===== src/rtl/interboard_tx_link_pkg.sv =====
// Shared definitions for the inter-board link; the receive side imports the same word type and parity helper.
package interboard_pkg;

    localparam int IB_DATA_W   = 11;
    localparam int IB_PARITY_W = 64;

    typedef logic [IB_DATA_W-1:0] ib_word_t;

    // Wide argument so any link width up to 64 bits can be zero-extended in without changing parity.
    function automatic logic ib_parity(input logic [IB_PARITY_W-1:0] word);
        return ^word;
    endfunction

endpackage


===== src/rtl/interboard_tx_link_if.sv =====
// Signal bundle for the sender: local FIFO read port on one side, neighbouring-board handshake on the other.
interface interboard_tx_link_if
    import interboard_pkg::*;
#(
    parameter int DATA_W = IB_DATA_W
);
    logic [DATA_W-1:0] fifo_data;
    logic              empty;
    logic              rdreq;
    logic              read_input;
    logic              valid;
    logic [DATA_W-1:0] send_data;
    logic              send_parity;

    modport master (
        input  fifo_data, empty, read_input,
        output rdreq, valid, send_data, send_parity
    );

    modport slave (
        output fifo_data, empty, read_input,
        input  rdreq, valid, send_data, send_parity
    );
endinterface


===== src/rtl/ib_skid_fifo.sv =====
// Register-array FIFO with synchronous reset; head and level come straight from flops.
module ib_skid_fifo
    import interboard_pkg::*;
#(
    parameter int W     = IB_DATA_W,
    parameter int DEPTH = 3
) (
    input  logic                           clk,
    input  logic                           reset,
    input  logic                           push,
    input  logic [W-1:0]                   push_data,
    input  logic                           pop,
    output logic [W-1:0]                   head,
    output logic [$clog2(DEPTH+1)-1:0]     level
);
    localparam int LW = $clog2(DEPTH + 1);
    localparam int PW = (DEPTH > 1) ? $clog2(DEPTH) : 1;

    logic [W-1:0]  mem_q [DEPTH];
    logic [W-1:0]  mem_d [DEPTH];
    logic [PW-1:0] wr_ptr_q, wr_ptr_d;
    logic [PW-1:0] rd_ptr_q, rd_ptr_d;
    logic [LW-1:0] level_q, level_d;

    // Pointers wrap explicitly so DEPTH need not be a power of two.
    function automatic logic [PW-1:0] bump(input logic [PW-1:0] ptr);
        return (ptr == PW'(DEPTH - 1)) ? '0 : ptr + PW'(1);
    endfunction

    always_comb begin
        mem_d    = mem_q;
        wr_ptr_d = wr_ptr_q;
        rd_ptr_d = rd_ptr_q;
        level_d  = level_q;
        if (push) begin
            mem_d[wr_ptr_q] = push_data;
            wr_ptr_d        = bump(wr_ptr_q);
        end
        if (pop) begin
            rd_ptr_d = bump(rd_ptr_q);
        end
        case ({push, pop})
            2'b10:   level_d = level_q + LW'(1);
            2'b01:   level_d = level_q - LW'(1);
            default: level_d = level_q;
        endcase
    end

    always_ff @(posedge clk) begin
        if (reset) begin
            mem_q    <= '{default: '0};
            wr_ptr_q <= '0;
            rd_ptr_q <= '0;
            level_q  <= '0;
        end else begin
            mem_q    <= mem_d;
            wr_ptr_q <= wr_ptr_d;
            rd_ptr_q <= rd_ptr_d;
            level_q  <= level_d;
        end
    end

    assign head  = mem_q[rd_ptr_q];
    assign level = level_q;

    assert property (@(posedge clk) disable iff (reset) !(push && !pop && level_q == LW'(DEPTH)));
    assert property (@(posedge clk) disable iff (reset) !(pop && level_q == '0));

endmodule


===== src/rtl/interboard_tx_link.sv =====
// Inter-board sender: drains the local FIFO into a skid buffer sized so reads in flight always have a slot.
module interboard_tx_link
    import interboard_pkg::*;
#(
    parameter int DATA_W      = IB_DATA_W,
    parameter int FIFO_RD_LAT = 1,
    parameter int SKID_DEPTH  = 3,
    parameter bit PARITY_EN   = 1'b1,
    parameter int CNT_W       = 32
) (
    input  logic                              input_clk,
    input  logic                              reset,
    interboard_tx_link_if.master              link,
    input  logic                              tx_enable,
    output logic [CNT_W-1:0]                  word_count,
    output logic [$clog2(SKID_DEPTH+1)-1:0]   buf_level
);
    localparam int LW = $clog2(SKID_DEPTH + 1);
    localparam int OW = LW + 1;

    if (FIFO_RD_LAT < 1 || FIFO_RD_LAT > 3) begin : g_bad_lat
        $error("interboard_tx_link: FIFO_RD_LAT must be in 1..3");
    end
    if (SKID_DEPTH < FIFO_RD_LAT + 2) begin : g_bad_depth
        $error("interboard_tx_link: SKID_DEPTH must be at least FIFO_RD_LAT+2");
    end
    if (DATA_W > IB_PARITY_W) begin : g_bad_width
        $error("interboard_tx_link: DATA_W exceeds parity helper width");
    end

    logic [FIFO_RD_LAT-1:0] rd_pipe_q, rd_pipe_d;
    logic [CNT_W-1:0]       word_count_q, word_count_d;
    logic [OW-1:0]          occupancy;
    logic                   rdreq, push, pop, valid;
    logic [DATA_W-1:0]      head, send_word;
    logic [LW-1:0]          level;
    logic [IB_PARITY_W-1:0] par_word;

    ib_skid_fifo #(
        .W     (DATA_W),
        .DEPTH (SKID_DEPTH)
    ) u_skid (
        .clk       (input_clk),
        .reset     (reset),
        .push      (push),
        .push_data (link.fifo_data),
        .pop       (pop),
        .head      (head),
        .level     (level)
    );

    // Requests count against buffer space while still in flight, so a returning word is never refused.
    always_comb begin
        occupancy    = OW'(level) + OW'($countones(rd_pipe_q));
        rdreq        = ~reset & ~link.empty & tx_enable & (occupancy < OW'(SKID_DEPTH));
        push         = rd_pipe_q[FIFO_RD_LAT-1];
        valid        = (level != '0);
        pop          = valid & link.read_input;
        rd_pipe_d    = FIFO_RD_LAT'({rd_pipe_q, rdreq});
        word_count_d = word_count_q + CNT_W'(pop);
        send_word    = valid ? head : '0;
        par_word     = IB_PARITY_W'(send_word);
    end

    always_ff @(posedge input_clk) begin
        if (reset) begin
            rd_pipe_q    <= '0;
            word_count_q <= '0;
        end else begin
            rd_pipe_q    <= rd_pipe_d;
            word_count_q <= word_count_d;
        end
    end

    assign link.rdreq       = rdreq;
    assign link.valid       = valid;
    assign link.send_data   = send_word;
    assign link.send_parity = PARITY_EN ? ib_parity(par_word) : 1'b0;
    assign word_count       = word_count_q;
    assign buf_level        = level;

endmodule

===== src/flat_wrapper.sv =====
// flat-port wrapper written by rule: the top's interface ports become plain ports
module interboard_tx_link_flat import interboard_pkg::*;
#(
    parameter int DATA_W      = IB_DATA_W,
    parameter int FIFO_RD_LAT = 1,
    parameter int SKID_DEPTH  = 3,
    parameter bit PARITY_EN   = 1'b1,
    parameter int CNT_W       = 32
)
  (input_clk, reset, tx_enable, word_count, buf_level, link_fifo_data, link_empty, link_read_input, link_rdreq, link_valid, link_send_data, link_send_parity);
  interboard_tx_link_if #(.DATA_W(DATA_W)) link_i ();
  input  logic input_clk;
  input  logic reset;
  input  logic tx_enable;
  output logic [CNT_W-1:0] word_count;
  output logic [$clog2(SKID_DEPTH+1)-1:0] buf_level;
  input wire logic [$bits(link_i.fifo_data)-1:0] link_fifo_data;
  input wire logic [$bits(link_i.empty)-1:0] link_empty;
  input wire logic [$bits(link_i.read_input)-1:0] link_read_input;
  output wire logic [$bits(link_i.rdreq)-1:0] link_rdreq;
  output wire logic [$bits(link_i.valid)-1:0] link_valid;
  output wire logic [$bits(link_i.send_data)-1:0] link_send_data;
  output wire logic [$bits(link_i.send_parity)-1:0] link_send_parity;
  assign link_i.fifo_data = link_fifo_data;
  assign link_i.empty = link_empty;
  assign link_i.read_input = link_read_input;
  assign link_rdreq = link_i.rdreq;
  assign link_valid = link_i.valid;
  assign link_send_data = link_i.send_data;
  assign link_send_parity = link_i.send_parity;
  interboard_tx_link #(.DATA_W(DATA_W), .FIFO_RD_LAT(FIFO_RD_LAT), .SKID_DEPTH(SKID_DEPTH), .PARITY_EN(PARITY_EN), .CNT_W(CNT_W)) u_core (.input_clk(input_clk), .reset(reset), .link(link_i), .tx_enable(tx_enable), .word_count(word_count), .buf_level(buf_level));
endmodule

===== config.mk =====
export PLATFORM = sky130hd
export DESIGN_NAME = interboard_tx_link_flat
export DESIGN_NICKNAME = d
export VERILOG_FILES = /design/src/rtl/interboard_tx_link_pkg.sv /design/src/rtl/interboard_tx_link_if.sv /design/src/rtl/ib_skid_fifo.sv /design/src/rtl/interboard_tx_link.sv /design/src/flat_wrapper.sv
export SDC_FILE = /design/constraint.sdc
export NUM_CORES = 1
export LEC_CHECK = 0
export ABC_AREA = 1
export CORE_MARGIN = 4
export CORE_UTILIZATION = 48
export CTS_CLUSTER_SIZE = 14
export DETAILED_ROUTE_END_ITERATION = 8
export PLACE_DENSITY_LB_ADDON = 0.08
export SLEW_MARGIN = 5
export SYNTH_ARGS = -nofsm -noshare
export SYNTH_HDL_FRONTEND = slang
export SYNTH_SLANG_ARGS = --single-unit
export TNS_END_PERCENT = 50

===== constraint.sdc =====
create_clock -name input_clk -period 2.3 [get_ports input_clk]
set_input_delay 0.46 -clock input_clk [delete_from_list [all_inputs] [get_ports input_clk]]
set_output_delay 0.46 -clock input_clk [all_outputs]
set_load 0.02 [all_outputs]

==> impl_summary.log, run 1 <==
[metrics] final worst clock skew: 0.01034 ns
[metrics] Layout area overhead: 40.02%
[metrics] CTS tree: built
[metrics] die height: 94.96 um
[metrics] fillers: 654
[metrics] final standard cell area without fillers: 5082 um^2
[metrics] Power Dens Cells: 582.7 nW/um^2
[metrics] top cells by count, synth: nand2_1, nor2_1, dfxtp_1
[metrics] status: complete, but fails checks
[metrics] Final ANT Viol Nets: 0
[metrics] fraction of power consumed by sequential logic: 0.446
[metrics] combinational share of power: 0.218
[metrics] fin nets: 659
[metrics] type of the worst setup path: flop to output pin
[metrics] final worst-path cycle share: 1.012
[metrics] Clock Sinks: 72
[metrics] maximum buffer depth of the clock tree: 2
[metrics] area of the mapped netlist: 3630 um^2
[metrics] post-route worst setup slack: -0.02705 ns
[metrics] most area-consuming cells after synthesis: dfxtp_1, nand2_1, nor2_1
[metrics] CP Max Fanout: 6
[metrics] fraction of layout cells with a size suffix above 1: 0.1900
[metrics] number of enable-type register cells in the synthesized netlist: 0
[metrics] top cell type by total area after synthesis: dfxtp_1
[metrics] most common flop cell mapped by yosys: dfxtp_1
[metrics] first-pass GRT wire length: 15.85 mm
[metrics] total clock buffers created by CTS: 9
[metrics] combined global-route utilization of all metal layers: 0.2208
[metrics] asr flop ratio synth: 0
[metrics] area inside the core boundary: 7292 um^2
[metrics] clock-pin slew on the worst setup and hold paths: 0.07 ns
[metrics] total gr overflow: 0
[metrics] register bit count reported by yosys: 72
[metrics] Die ar.: 9017 um^2
[metrics] total number of yosys warnings: 0
[metrics] starting density of the core: 0.4978
[metrics] Max H-tree Level: 3
[metrics] Net Sw Frac: 0.2860
[metrics] Detail Placement HPWL: 6.873 mm
[metrics] violated checks: setup timing
[metrics] routed vias/inst: 5.252
[metrics] number of nets produced by synthesis: 554
[metrics] count of routing violations after the opening detailed-route iteration: 260
[metrics] fin. max-slew vios: 0
[metrics] max-cap violation count: 0
[metrics] required time at the endpoint of the critical path: 1.84 ns
[metrics] antenna violations before repair: 0
[metrics] count of vias placed by the detailed router: 3,892
[metrics] vias in the first global route: 3,454
[metrics] highest clock frequency the design can meet: 429.7 MHz
[metrics] number of endpoints with negative hold slack in the final report: 0
[metrics] clock latency on the worst-skew pair: 0.34 ns
[metrics] transition at the pin with the smallest max-transition slack: 0.7639 ns
[metrics] share of the synthesized area in the top cell type: 0.3971
[metrics] row cnt: 31
[metrics] element type at the critical path end: output pin
[metrics] worst supply voltage drop on vdd: 0.3921 mV
[metrics] antenna diode count: 0
[metrics] worst hold-check path type: flop to flop
[metrics] leakage power of the design: 2.214 nW
[metrics] proportion of synthesized chip area in sequential cells: 0.3971
[metrics] Worst slew margin: 0.4880
[metrics] floorplan die width: 94.96 um
[metrics] startpoint kind of the worst setup timing path: flop
[metrics] final routed DRC violation total: 0
[metrics] number of setup violations in the final report: 1
[metrics] count of buffers from port buffering: 63
[metrics] Worst EP arrival: 1.87 ns
[metrics] reg-to-reg slack, setup: 0.14 ns
[metrics] pin count of the biggest net entering global routing: 32
[metrics] Placer Congestion: 0.8575
[metrics] Post-Syn Area per Cell: 6.823 um^2
[metrics] Pre-antenna DRT Iters: 7
[metrics] Final Core Density: 0.6970
[metrics] part of the total power dissipated in the clock network: 0.336
[metrics] Boundary Pins: 64
[metrics] Cell variety after synth: 39
[metrics] RSZ-0062 raised after global routing: yes
[metrics] detailed-route wire length per cell: 13.58 um
[metrics] CTS root buf: clkbuf_8
[metrics] most frequent cell after synthesis: nand2_1
[metrics] post-layout min period: 2.327 ns
[metrics] cell internal power dissipation: 2.114 mW
[metrics] number of instances in the synthesized netlist: 532
[metrics] total wire length after detailed routing: 10.06 mm
[metrics] placed inst area: 4622 um^2
[metrics] reported net switching power: 847.1 uW
[cell usage in the layout (no fill, tap or decap), types with 2 or more instances in the layout]
cell type and count:
nand2_1 106, nor2_1 80, dfxtp_1 68, inv_1 50, clkdlybuf4s50_1 50, buf_4 43, nand3_1 39, o21ai_0 38
a21oi_1 35, nand3_2 12, nor3_1 10, clkbuf_8 10, nor2_4 9, nand4_1 8, dlygate4sd2_1 8, nand2_2 7
ha_1 5, nor2_2 4, xor2_1 4, nor4_1 4, clkinv_2 4, buf_6 4, inv_4 3, buf_12 3
dfxtp_4 3, o211ai_1 2, inv_2 2, a211oi_1 2, nor3_2 2, nor3b_1 2, nand3_4 2, or2_0 2
clkbuf_16 2, clkbuf_2 2
[state kept, by name (all words and copies together), names as in the netlist]
| register | count |
|---|---|
| u_core.u_skid.level | 2 |
| u_core.u_skid.rd_ptr_q | 2 |
| u_core.u_skid.mem_q | 33 |
| u_core.u_skid.wr_ptr_q | 2 |
| u_core.push | 1 |
| u_core.word_count | 32 |
[per-layer routing]
layer / vias up / part of all wire / GRT usage
met2: 142 / 0.45 / 0.3294
met4: 0 / 0.010 / 0.06370
li1: 1944 / - / -
met3: 15 / 0.066 / 0.04940
met1: 1791 / 0.47 / 0.3175
met5: - / 0 / 0
[worst paths after layout]
path                                   to                       from  cells after the start
setup / recovery         link_send_parity  u_core.u_skid.rd_ptr_q[1]                     13
hold / removal    u_core.u_skid.mem_q[19]    u_core.u_skid.mem_q[19]                      2
setup reg to reg    u_core.word_count[27]     u_core.u_skid.level[0]                     15
hold reg to reg   u_core.u_skid.mem_q[19]    u_core.u_skid.mem_q[19]                      2
[area by class of cell]
cell class              instances  area, um^2  share of cell area
flip-flops and latches         72        1454              0.2861
clock buffers                  10       137.6             0.02708
repair buffers                112        1059              0.2083
inverters                      56       222.7             0.04382
multi-input cells             386        2027              0.3988
well taps                      99       123.9             0.02437
clock inverters                 6       58.81             0.01157
[power groups by stage]
stage / registers (mW) / logic (mW) / clock network, mW
after global placement: 1.33 / 0.479 / 0
after global routing: 1.33 / 0.692 / 1.07
final: 1.32 / 0.645 / 0.995
after floorplan: 1.34 / 0.272 / 0
after CTS: 1.31 / 0.497 / 1.01
after detailed placement: 1.33 / 0.488 / 0
[critical path, cell delays in order, from the launching register on]
cell,delay (ns)
dfxtp_4,0.43
buf_12,0.13
nand3_1,0.09
nand3_2,0.12
nand2_2,0.07
nor2_1,0.12
nor2_2,0.06
nand2_1,0.07
nand2_1,0.06
nand2_1,0.07
nand2_1,0.06
nand2_1,0.07
nand2_2,0.05
buf_6,0.12
[per-stage QoR]
| stage | std cells | power (mW) | worst slack [ns] | TNS [ns] | hold WS [ns] |
|---|---|---|---|---|---|
| after floorplan | 532 | 1.611 | 0.04181 | 0 | 0.4299 |
| after global routing | 741 | 3.093 | -0.1894 | -0.2302 | 0.4871 |
| after global placement | 715 | 1.812 | -0.2650 | -3.434 | 0.4415 |
| after CTS | 733 | 2.816 | -0.1887 | -0.1887 | 0.4566 |
| final | 741 | 2.961 | -0.02705 | -0.02705 | 0.4568 |
| after detailed placement | 715 | 1.821 | -0.3229 | -6.248 | 0.4472 |
[kinds of logic (layout without fill, tap and decap cells)]
logic type | after synthesis | in the layout | synth area share
flops | 72 | 72 | 0.3971
fa+ha+maj | 6 | 6 | 0.02068
compound gates | 81 | 81 | 0.1172
xor+xnor | 5 | 5 | 0.01206
buf+inv | 75 | 184 | 0.08342
simple gates | 293 | 294 | 0.3695
[timing repair]
item,4_1_cts,5_1_grt
gates cloned,1,2
endpoints found under the hold margin,0,0
pin swaps,1,14
hold buffers,0,0
endpoints found under the setup margin,26,23
buffers inserted,1,6
resized for setup,25,47
Note: power is estimated with default switching activity, not from simulation.
==> inputs of run 2 (changes only) <==
Settings changed: CORE_UTILIZATION 48 to 27.
==> impl_summary.log, run 2 (synthesis gave the netlist of run 1 again) <==
[metrics] status: complete, but fails checks
[metrics] violated checks: setup timing
[metrics] total gr overflow: 0 (unchanged)
[metrics] antenna diode count: 0 (unchanged)
[metrics] post-route worst hold slack: 0.4617 ns (+0.004939 ns)
[metrics] leading cell types in the layout, fill and taps excluded: nand2_1, nor2_1, dfxtp_1, buf_4, clkdlybuf4s50_1
[metrics] number of setup violations in the final report: 1 (unchanged)
[metrics] Placer Congestion: 0.7844 (-8.5%)
[metrics] count of vias placed by the detailed router: 3,784 (-2.8%)
[metrics] fin. max-slew vios: 0 (unchanged)
[metrics] clock-pin slew on the worst setup and hold paths: 0.06 ns (about the same)
[metrics] Max H-tree Level: 3 (unchanged)
[metrics] startpoint kind of the worst setup timing path: flop
[metrics] worst supply voltage drop on vdd: 0.2607 mV (-34%)
[metrics] floorplan die width: 123.9 um (+31%)
[metrics] reg-to-reg slack, setup: 0.14 ns (about the same)
[metrics] Pre-antenna DRT Iters: 4 (-3)
[metrics] Worst slew margin: 0.4708 (-0.01714)
[metrics] max-cap violation count: 0 (unchanged)
[metrics] Worst EP arrival: 1.88 ns (about the same)
[metrics] area inside the core boundary: 13,190 um^2 (+81%)
[metrics] detailed-route wire length per cell: 13.02 um (-4.1%)
[metrics] clock latency on the worst-skew pair: 0.33 ns (about the same)
[metrics] cells along the critical path: nor2_4 > buf_4 > nand2_1 > nand3_2 > nand2_2 > inv_1 > nand2_1 > nand2_2 > nand2_1 > nand2_1 > nand2_1 > nand2_1 > nand2_1 > nand2_1 > buf_6
[metrics] vias in the first global route: 3,481 (+0.78%)
[metrics] crit-path most repeated cell: nand2_1
[metrics] final routed DRC violation total: 0 (unchanged)
[metrics] Final ANT Viol Nets: 0 (unchanged)
[metrics] number of endpoints with negative hold slack in the final report: 0 (unchanged)
[metrics] count of routing violations after the opening detailed-route iteration: 252 (-3.1%)
[metrics] final worst-path cycle share: 1.016 (+0.004144)
[metrics] Detail Placement HPWL: 7.632 mm (+11%)
[metrics] Boundary Pins: 64 (unchanged)
[metrics] fin nets: 666 (+1.1%)
[metrics] starting density of the core: 0.2752 (-0.2226)
[metrics] fraction of layout cells with a size suffix above 1: 0.2065 (+0.01644)
[metrics] fillers: 1,377 (+110%)
[metrics] post-route worst setup slack: -0.03658 ns (-0.009532 ns)
[metrics] worst hold-check path type: flop to flop
[metrics] transition at the pin with the smallest max-transition slack: 0.7908 ns (+0.02695 ns)
[metrics] Die ar.: 15,360 um^2 (+70%)
[metrics] final worst clock skew: 0.005784 ns (-0.004557 ns)
[metrics] required time at the endpoint of the critical path: 1.84 ns (about the same)
[metrics] antenna violations before repair: 1 (+1)
[metrics] number of buffer and inverter instances along the worst setup path: 3 (+1)
[metrics] number of flip-flops in the largest register: 33 (unchanged)
[metrics] routed vias/inst: 4.587 (-13%)
[metrics] Power Dens Cells: 640.8 nW/um^2 (+10%)
[metrics] Largest delay share family, worst path: simple AND/OR/NAND/NOR gates
[metrics] type of the worst setup path: flop to output pin
[metrics] most common cell after layout, fill and taps aside: nand2_1
[metrics] leakage power of the design: 2.302 nW (+4.0%)
[metrics] pin count of the biggest net entering global routing: 31 (-3.1%)
[metrics] count of buffers from port buffering: 63 (unchanged)
[metrics] total wire length after detailed routing: 10.74 mm (+6.7%)
[metrics] highest clock frequency the design can meet: 428.0 MHz (-0.41%)
[metrics] register ranked first by flip-flop count: u_core.u_skid.mem_q
[metrics] CTS tree: built
[metrics] post-layout min period: 2.337 ns (+0.009532 ns)
[metrics] die height: 123.9 um (+31%)
[metrics] CP Max Fanout: 5 (-1)
[metrics] row cnt: 42 (+35%)
[metrics] largest stage delay on the critical path: 0.39 ns (-0.04 ns)
[metrics] Layout area overhead: 47.16%
[metrics] area used by multi-input combinational logic: 2042 um^2 (+0.74%)
[metrics] RSZ-0062 raised after global routing: yes
[metrics] first-pass GRT wire length: 17.17 mm (+8.3%)
[metrics] CTS root buf: clkbuf_16
[metrics] element type at the critical path end: output pin
[metrics] area taken by flip-flops and latches: 1454 um^2 (unchanged)
[metrics] total clock buffers created by CTS: 9 (unchanged)
[metrics] maximum buffer depth of the clock tree: 2 (unchanged)
[metrics] Slowest cell on crit path: dfxtp_4
[metrics] Clock Sinks: 72 (unchanged)
[metrics] Final Core Density: 0.4050 (-0.2920)
[metrics] combined global-route utilization of all metal layers: 0.1415 (-0.07925)
[run 2: cell types whose count changed in the layout (fill, tap and decap cells not counted), sizes merged]
cell           delta
buf               +9
bufinv            +1
clkdlybuf4s50     -1
clkinv            -1
dlygate4sd2       -2
dlymetal6s2s      +1
inv               +1
nor2              -1
[run 2: cell type report]
cell class                 count  area share
clock buffer                  10     0.04287
sequential                    72      0.2722
multi-input combinational    385      0.3823
clock inverter                 6     0.01569
tap                          176     0.04123
timing repair buffer         119      0.2029
inverter                      56     0.04170
timing repair inverter         1    0.001171
[run 2: power breakdown]
part           internal (mW)  leakage (nW)  total, mW  switching [mW]
Combinational          0.308          1.56      0.631           0.323
Sequential              1.28         0.584       1.32          0.0375
Clock                  0.946         0.156       1.47           0.527
[run 2: tightest hold or removal path: cells and delay by family (launching register included)]
family             cells  cell delay, ns
AOI/OAI and AO/OA      1            0.05
and+or+nand+nor        1            0.06
DFF                    1            0.30
[run 2: per-layer routing]
metal,global-route usage,vias to the layer above,routed length [um]
met5,0,-,13
met4,0.05339,2,133
met3,0.02543,12,540
met2,0.2166,79,4706
met1,0.1984,1717,5348
li1,-,1974,-
[run 2: repair_timing]
action | in CTS | in global routing
gates resized for setup | 26 | 52
gates cloned | 0 | 3
pin swaps | 2 | 14
hold buffers | 0 | 0
endpoints found under the hold margin | 0 | 0
setup buffers | 2 | 9
setup endpoints to repair | 22 | 25
[run 2: worst paths after layout]
check	startpoint	endpoint	cells past startpoint
worst max register to register	u_core.u_skid.level[0]	u_core.word_count[27]	15
worst max-delay path	u_core.u_skid.rd_ptr_q[1]	link_send_parity	15
worst min register to register	u_core.u_skid.mem_q[12]	u_core.u_skid.mem_q[12]	2
worst min-delay path	u_core.u_skid.mem_q[12]	u_core.u_skid.mem_q[12]	2
[run 2: through the flow]
stage | setup WS, ns | power (mW) | cell area, um^2 | TNS [ns] | std cells
final | -0.03658 | 3.423 | 5341 | -0.03658 | 825
after global routing | -0.2190 | 3.579 | 5341 | -0.2201 | 825
after CTS | -0.1081 | 3.345 | 5047 | -0.1081 | 813
after detailed placement | -0.3229 | 1.840 | 4728 | -4.534 | 795
after global placement | -0.2952 | 1.839 | 4728 | -4.197 | 795
after floorplan | 0.04181 | 1.611 | 3645 | 0 | 532
==> inputs of run 3 (changes only) <==
Settings changed: SLEW_MARGIN 5 to not set.
Clock period 2.3 ns to 2.9 ns, I/O delays scaled along.
==> impl_summary.log, run 3 (synthesis gave the netlist of run 1 again) <==
[metrics] clock-pin slew on the worst setup and hold paths: 0.06 ns (about the same)
[metrics] Clock Sinks: 72 (unchanged)
[metrics] number of flip-flops in the largest register: 33 (unchanged)
[metrics] highest clock frequency the design can meet: 366.1 MHz
[metrics] die height: 123.9 um (unchanged)
[metrics] vias in the first global route: 3,328 (-4.4%)
[metrics] fin. max-slew vios: 0 (unchanged)
[metrics] RSZ-0062 raised after global routing: no
[metrics] floorplan die width: 123.9 um (unchanged)
[metrics] Final Non-Filler Cells: 788 (-4.5%)
[metrics] CTS hold repair buffers: 0 (unchanged)
[metrics] worst supply voltage drop on vdd: 0.2433 mV (-6.7%)
[metrics] CTS root buf: clkbuf_16
[metrics] max-cap violation count: 0 (unchanged)
[metrics] leakage power of the design: 1.997 nW (-13%)
[metrics] most used routing layer: met2
[metrics] transition at the pin with the smallest max-transition slack: 0.5428 ns (-0.2480 ns)
[metrics] total gr overflow: 0 (unchanged)
[metrics] antenna diode count: 0 (unchanged)
[metrics] CP Max Fanout: 5 (unchanged)
[metrics] Placer Congestion: 0.7824 (-0.25%)
[metrics] Power Dens Cells: 545.2 nW/um^2 (-15%)
[metrics] fraction of layout cells with a size suffix above 1: 0.09804 (-0.1084)
[metrics] met1 capacity usage during global routing: 0.2036 (+0.005208)
[metrics] fillers: 1,366 (-0.80%)
[metrics] row cnt: 42 (unchanged)
[metrics] worst hold-check path type: flop to flop
[metrics] Final ANT Viol Nets: 0 (unchanged)
[metrics] status: complete, no violations
[metrics] clock latency on the worst-skew pair: 0.33 ns (about the same)
[metrics] crit-path most repeated cell: ha_1
[metrics] element type at the critical path end: output pin
[metrics] post-layout min period: 2.732 ns
[metrics] number of endpoints with negative hold slack in the final report: 0 (unchanged)
[metrics] fin nets: 629 (-5.6%)
[metrics] starting density of the core: 0.2752 (unchanged)
[metrics] total clock buffers created by CTS: 9 (unchanged)
[metrics] met3 track demand over resource: 0.02906 (+0.003633)
[metrics] count of routing violations after the opening detailed-route iteration: 226 (-10%)
[metrics] combined global-route utilization of all metal layers: 0.1430 (+0.001459)
[metrics] CTS tree: built
[metrics] number of setup violations in the final report: 0 (-1)
[metrics] final routed DRC violation total: 0 (unchanged)
[metrics] Slowest cell on crit path: clkdlybuf4s50_1
[metrics] register ranked first by flip-flop count: u_core.u_skid.mem_q
[metrics] count of vias placed by the detailed router: 3,624 (-4.2%)
[metrics] routed vias/inst: 4.599 (+0.27%)
[metrics] antenna violations before repair: 0 (-1)
[metrics] first-pass GRT wire length: 16.91 mm (-1.5%)
[metrics] cells along the critical path: buf_4 > ha_1 > ha_1 > a211oi_1 > clkdlybuf4s50_1
[metrics] total setup buffers inserted after CTS: 0 (-2)
[metrics] Pre-antenna DRT Iters: 4 (unchanged)
[metrics] Max H-tree Level: 3 (unchanged)
[metrics] detailed-route wire length per cell: 13.10 um (+0.62%)
[metrics] total wire length after detailed routing: 10.32 mm (-3.9%)
[metrics] Worst EP arrival: 2.15 ns (+0.27 ns)
[metrics] Layout area overhead: 34.47%
[metrics] leading cell types in the layout, fill and taps excluded: nand2_1, nor2_1, dfxtp_1, clkdlybuf4s50_1, inv_1
[metrics] most common cell after layout, fill and taps aside: nand2_1
[metrics] Detail Placement HPWL: 7.518 mm (-1.5%)
[metrics] number of placed cells counting well taps: 772 (-2.9%)
[metrics] area inside the core boundary: 13,190 um^2 (unchanged)
[metrics] startpoint kind of the worst setup timing path: flop
[metrics] type of the worst setup path: flop to output pin
[metrics] maximum buffer depth of the clock tree: 2 (unchanged)
[metrics] pin count of the biggest net entering global routing: 32 (+3.2%)
[metrics] largest stage delay on the critical path: 0.64 ns (+0.25 ns)
[metrics] Boundary Pins: 64 (unchanged)
[metrics] aggregate negative setup slack: 0 ns (+0.03658 ns)
[metrics] final worst clock skew: 0.004835 ns (-0.0009488 ns)
[metrics] count of buffers from port buffering: 63 (unchanged)
[metrics] final worst-path cycle share: 0.9419
[metrics] required time at the endpoint of the critical path: 2.32 ns (+0.48 ns)
[metrics] met2 demand-to-capacity share in global routing: 0.2075 (-0.009125)
[metrics] Worst slew margin: 0.6376 (+0.1668)
[metrics] Die ar.: 15,360 um^2 (unchanged)
-- run 3: cell count changes in the layout (fill, tap and decap cells not counted), sizes merged --
cell | previous run | this run
inv | 57 | 56
dlygate4sd2 | 6 | 0
clkbuf | 14 | 10
buf | 59 | 20
clkdlybuf4s50 | 49 | 62
bufinv | 2 | 3
dlymetal6s2s | 1 | 0
-- run 3: metrics by stage --
step	area [um^2]	hold slack [ns]	total power [mW]	setup slack, ns	util
final	4881	0.4612	2.661	0.1684	0.3700
after global routing	4881	0.4709	2.796	0.02597	0.3700
after CTS	4885	0.4612	2.716	0.03880	0.3703
after detailed placement	4551	0.4521	1.440	0.1379	0.3450
after global placement	4551	0.4495	1.439	0.1370	0.3450
after floorplan	3630	0.4299	1.267	0.1912	-
-- run 3: final cells by class --
cell class | instances | area, um^2 | area share
Sequential cell | 72 | 1441 | 0.2953
Multi-Input combinational cell | 385 | 1886 | 0.3863
Clock inverter | 7 | 110.1 | 0.02256
Inverter | 56 | 210.2 | 0.04307
Tap cell | 176 | 220.2 | 0.04512
Timing Repair Buffer | 83 | 788.3 | 0.1615
Clock buffer | 9 | 225.2 | 0.04614
-- run 3: worst max-delay path: cells and delay by family, from the launching register on --
kind	cells	cell delay, ns
buffers and inverters	2	0.79
adders and majority gates	2	0.48
DFF	1	0.31
AOI/OAI and AO/OA	1	0.24
-- run 3: path summary, 6_finish.rpt --
kind	depth (start not counted)	startpoint	slack, ns	end
setup / recovery	5	u_core.u_skid.level[0]	0.17	link_rdreq
hold / removal	2	u_core.u_skid.mem_q[20]	0.46	u_core.u_skid.mem_q[20]
setup reg to reg	15	u_core.u_skid.level[1]	0.44	u_core.word_count[28]
hold reg to reg	2	u_core.u_skid.mem_q[20]	0.46	u_core.u_skid.mem_q[20]
-- run 3: metal layers --
metal / share of wire / up-vias
met4: 0.017 / 0
met3: 0.057 / 13
met2: 0.42 / 89
li1: - / 1883
met1: 0.51 / 1639
met5: 0 / -
-- run 3: power breakdown --
part | switching (mW) | internal (mW)
combinational | 0.230 | 0.150
clock | 0.417 | 0.833
sequential | 0.0172 | 1.01
-- run 3: timing repair --
| action | CTS | global route |
|---|---|---|
| resized for setup | 1 | 2 |
| cloned | 0 | 0 |
| endpoints found under the setup margin | 1 | 1 |
| pin swaps | 0 | 0 |
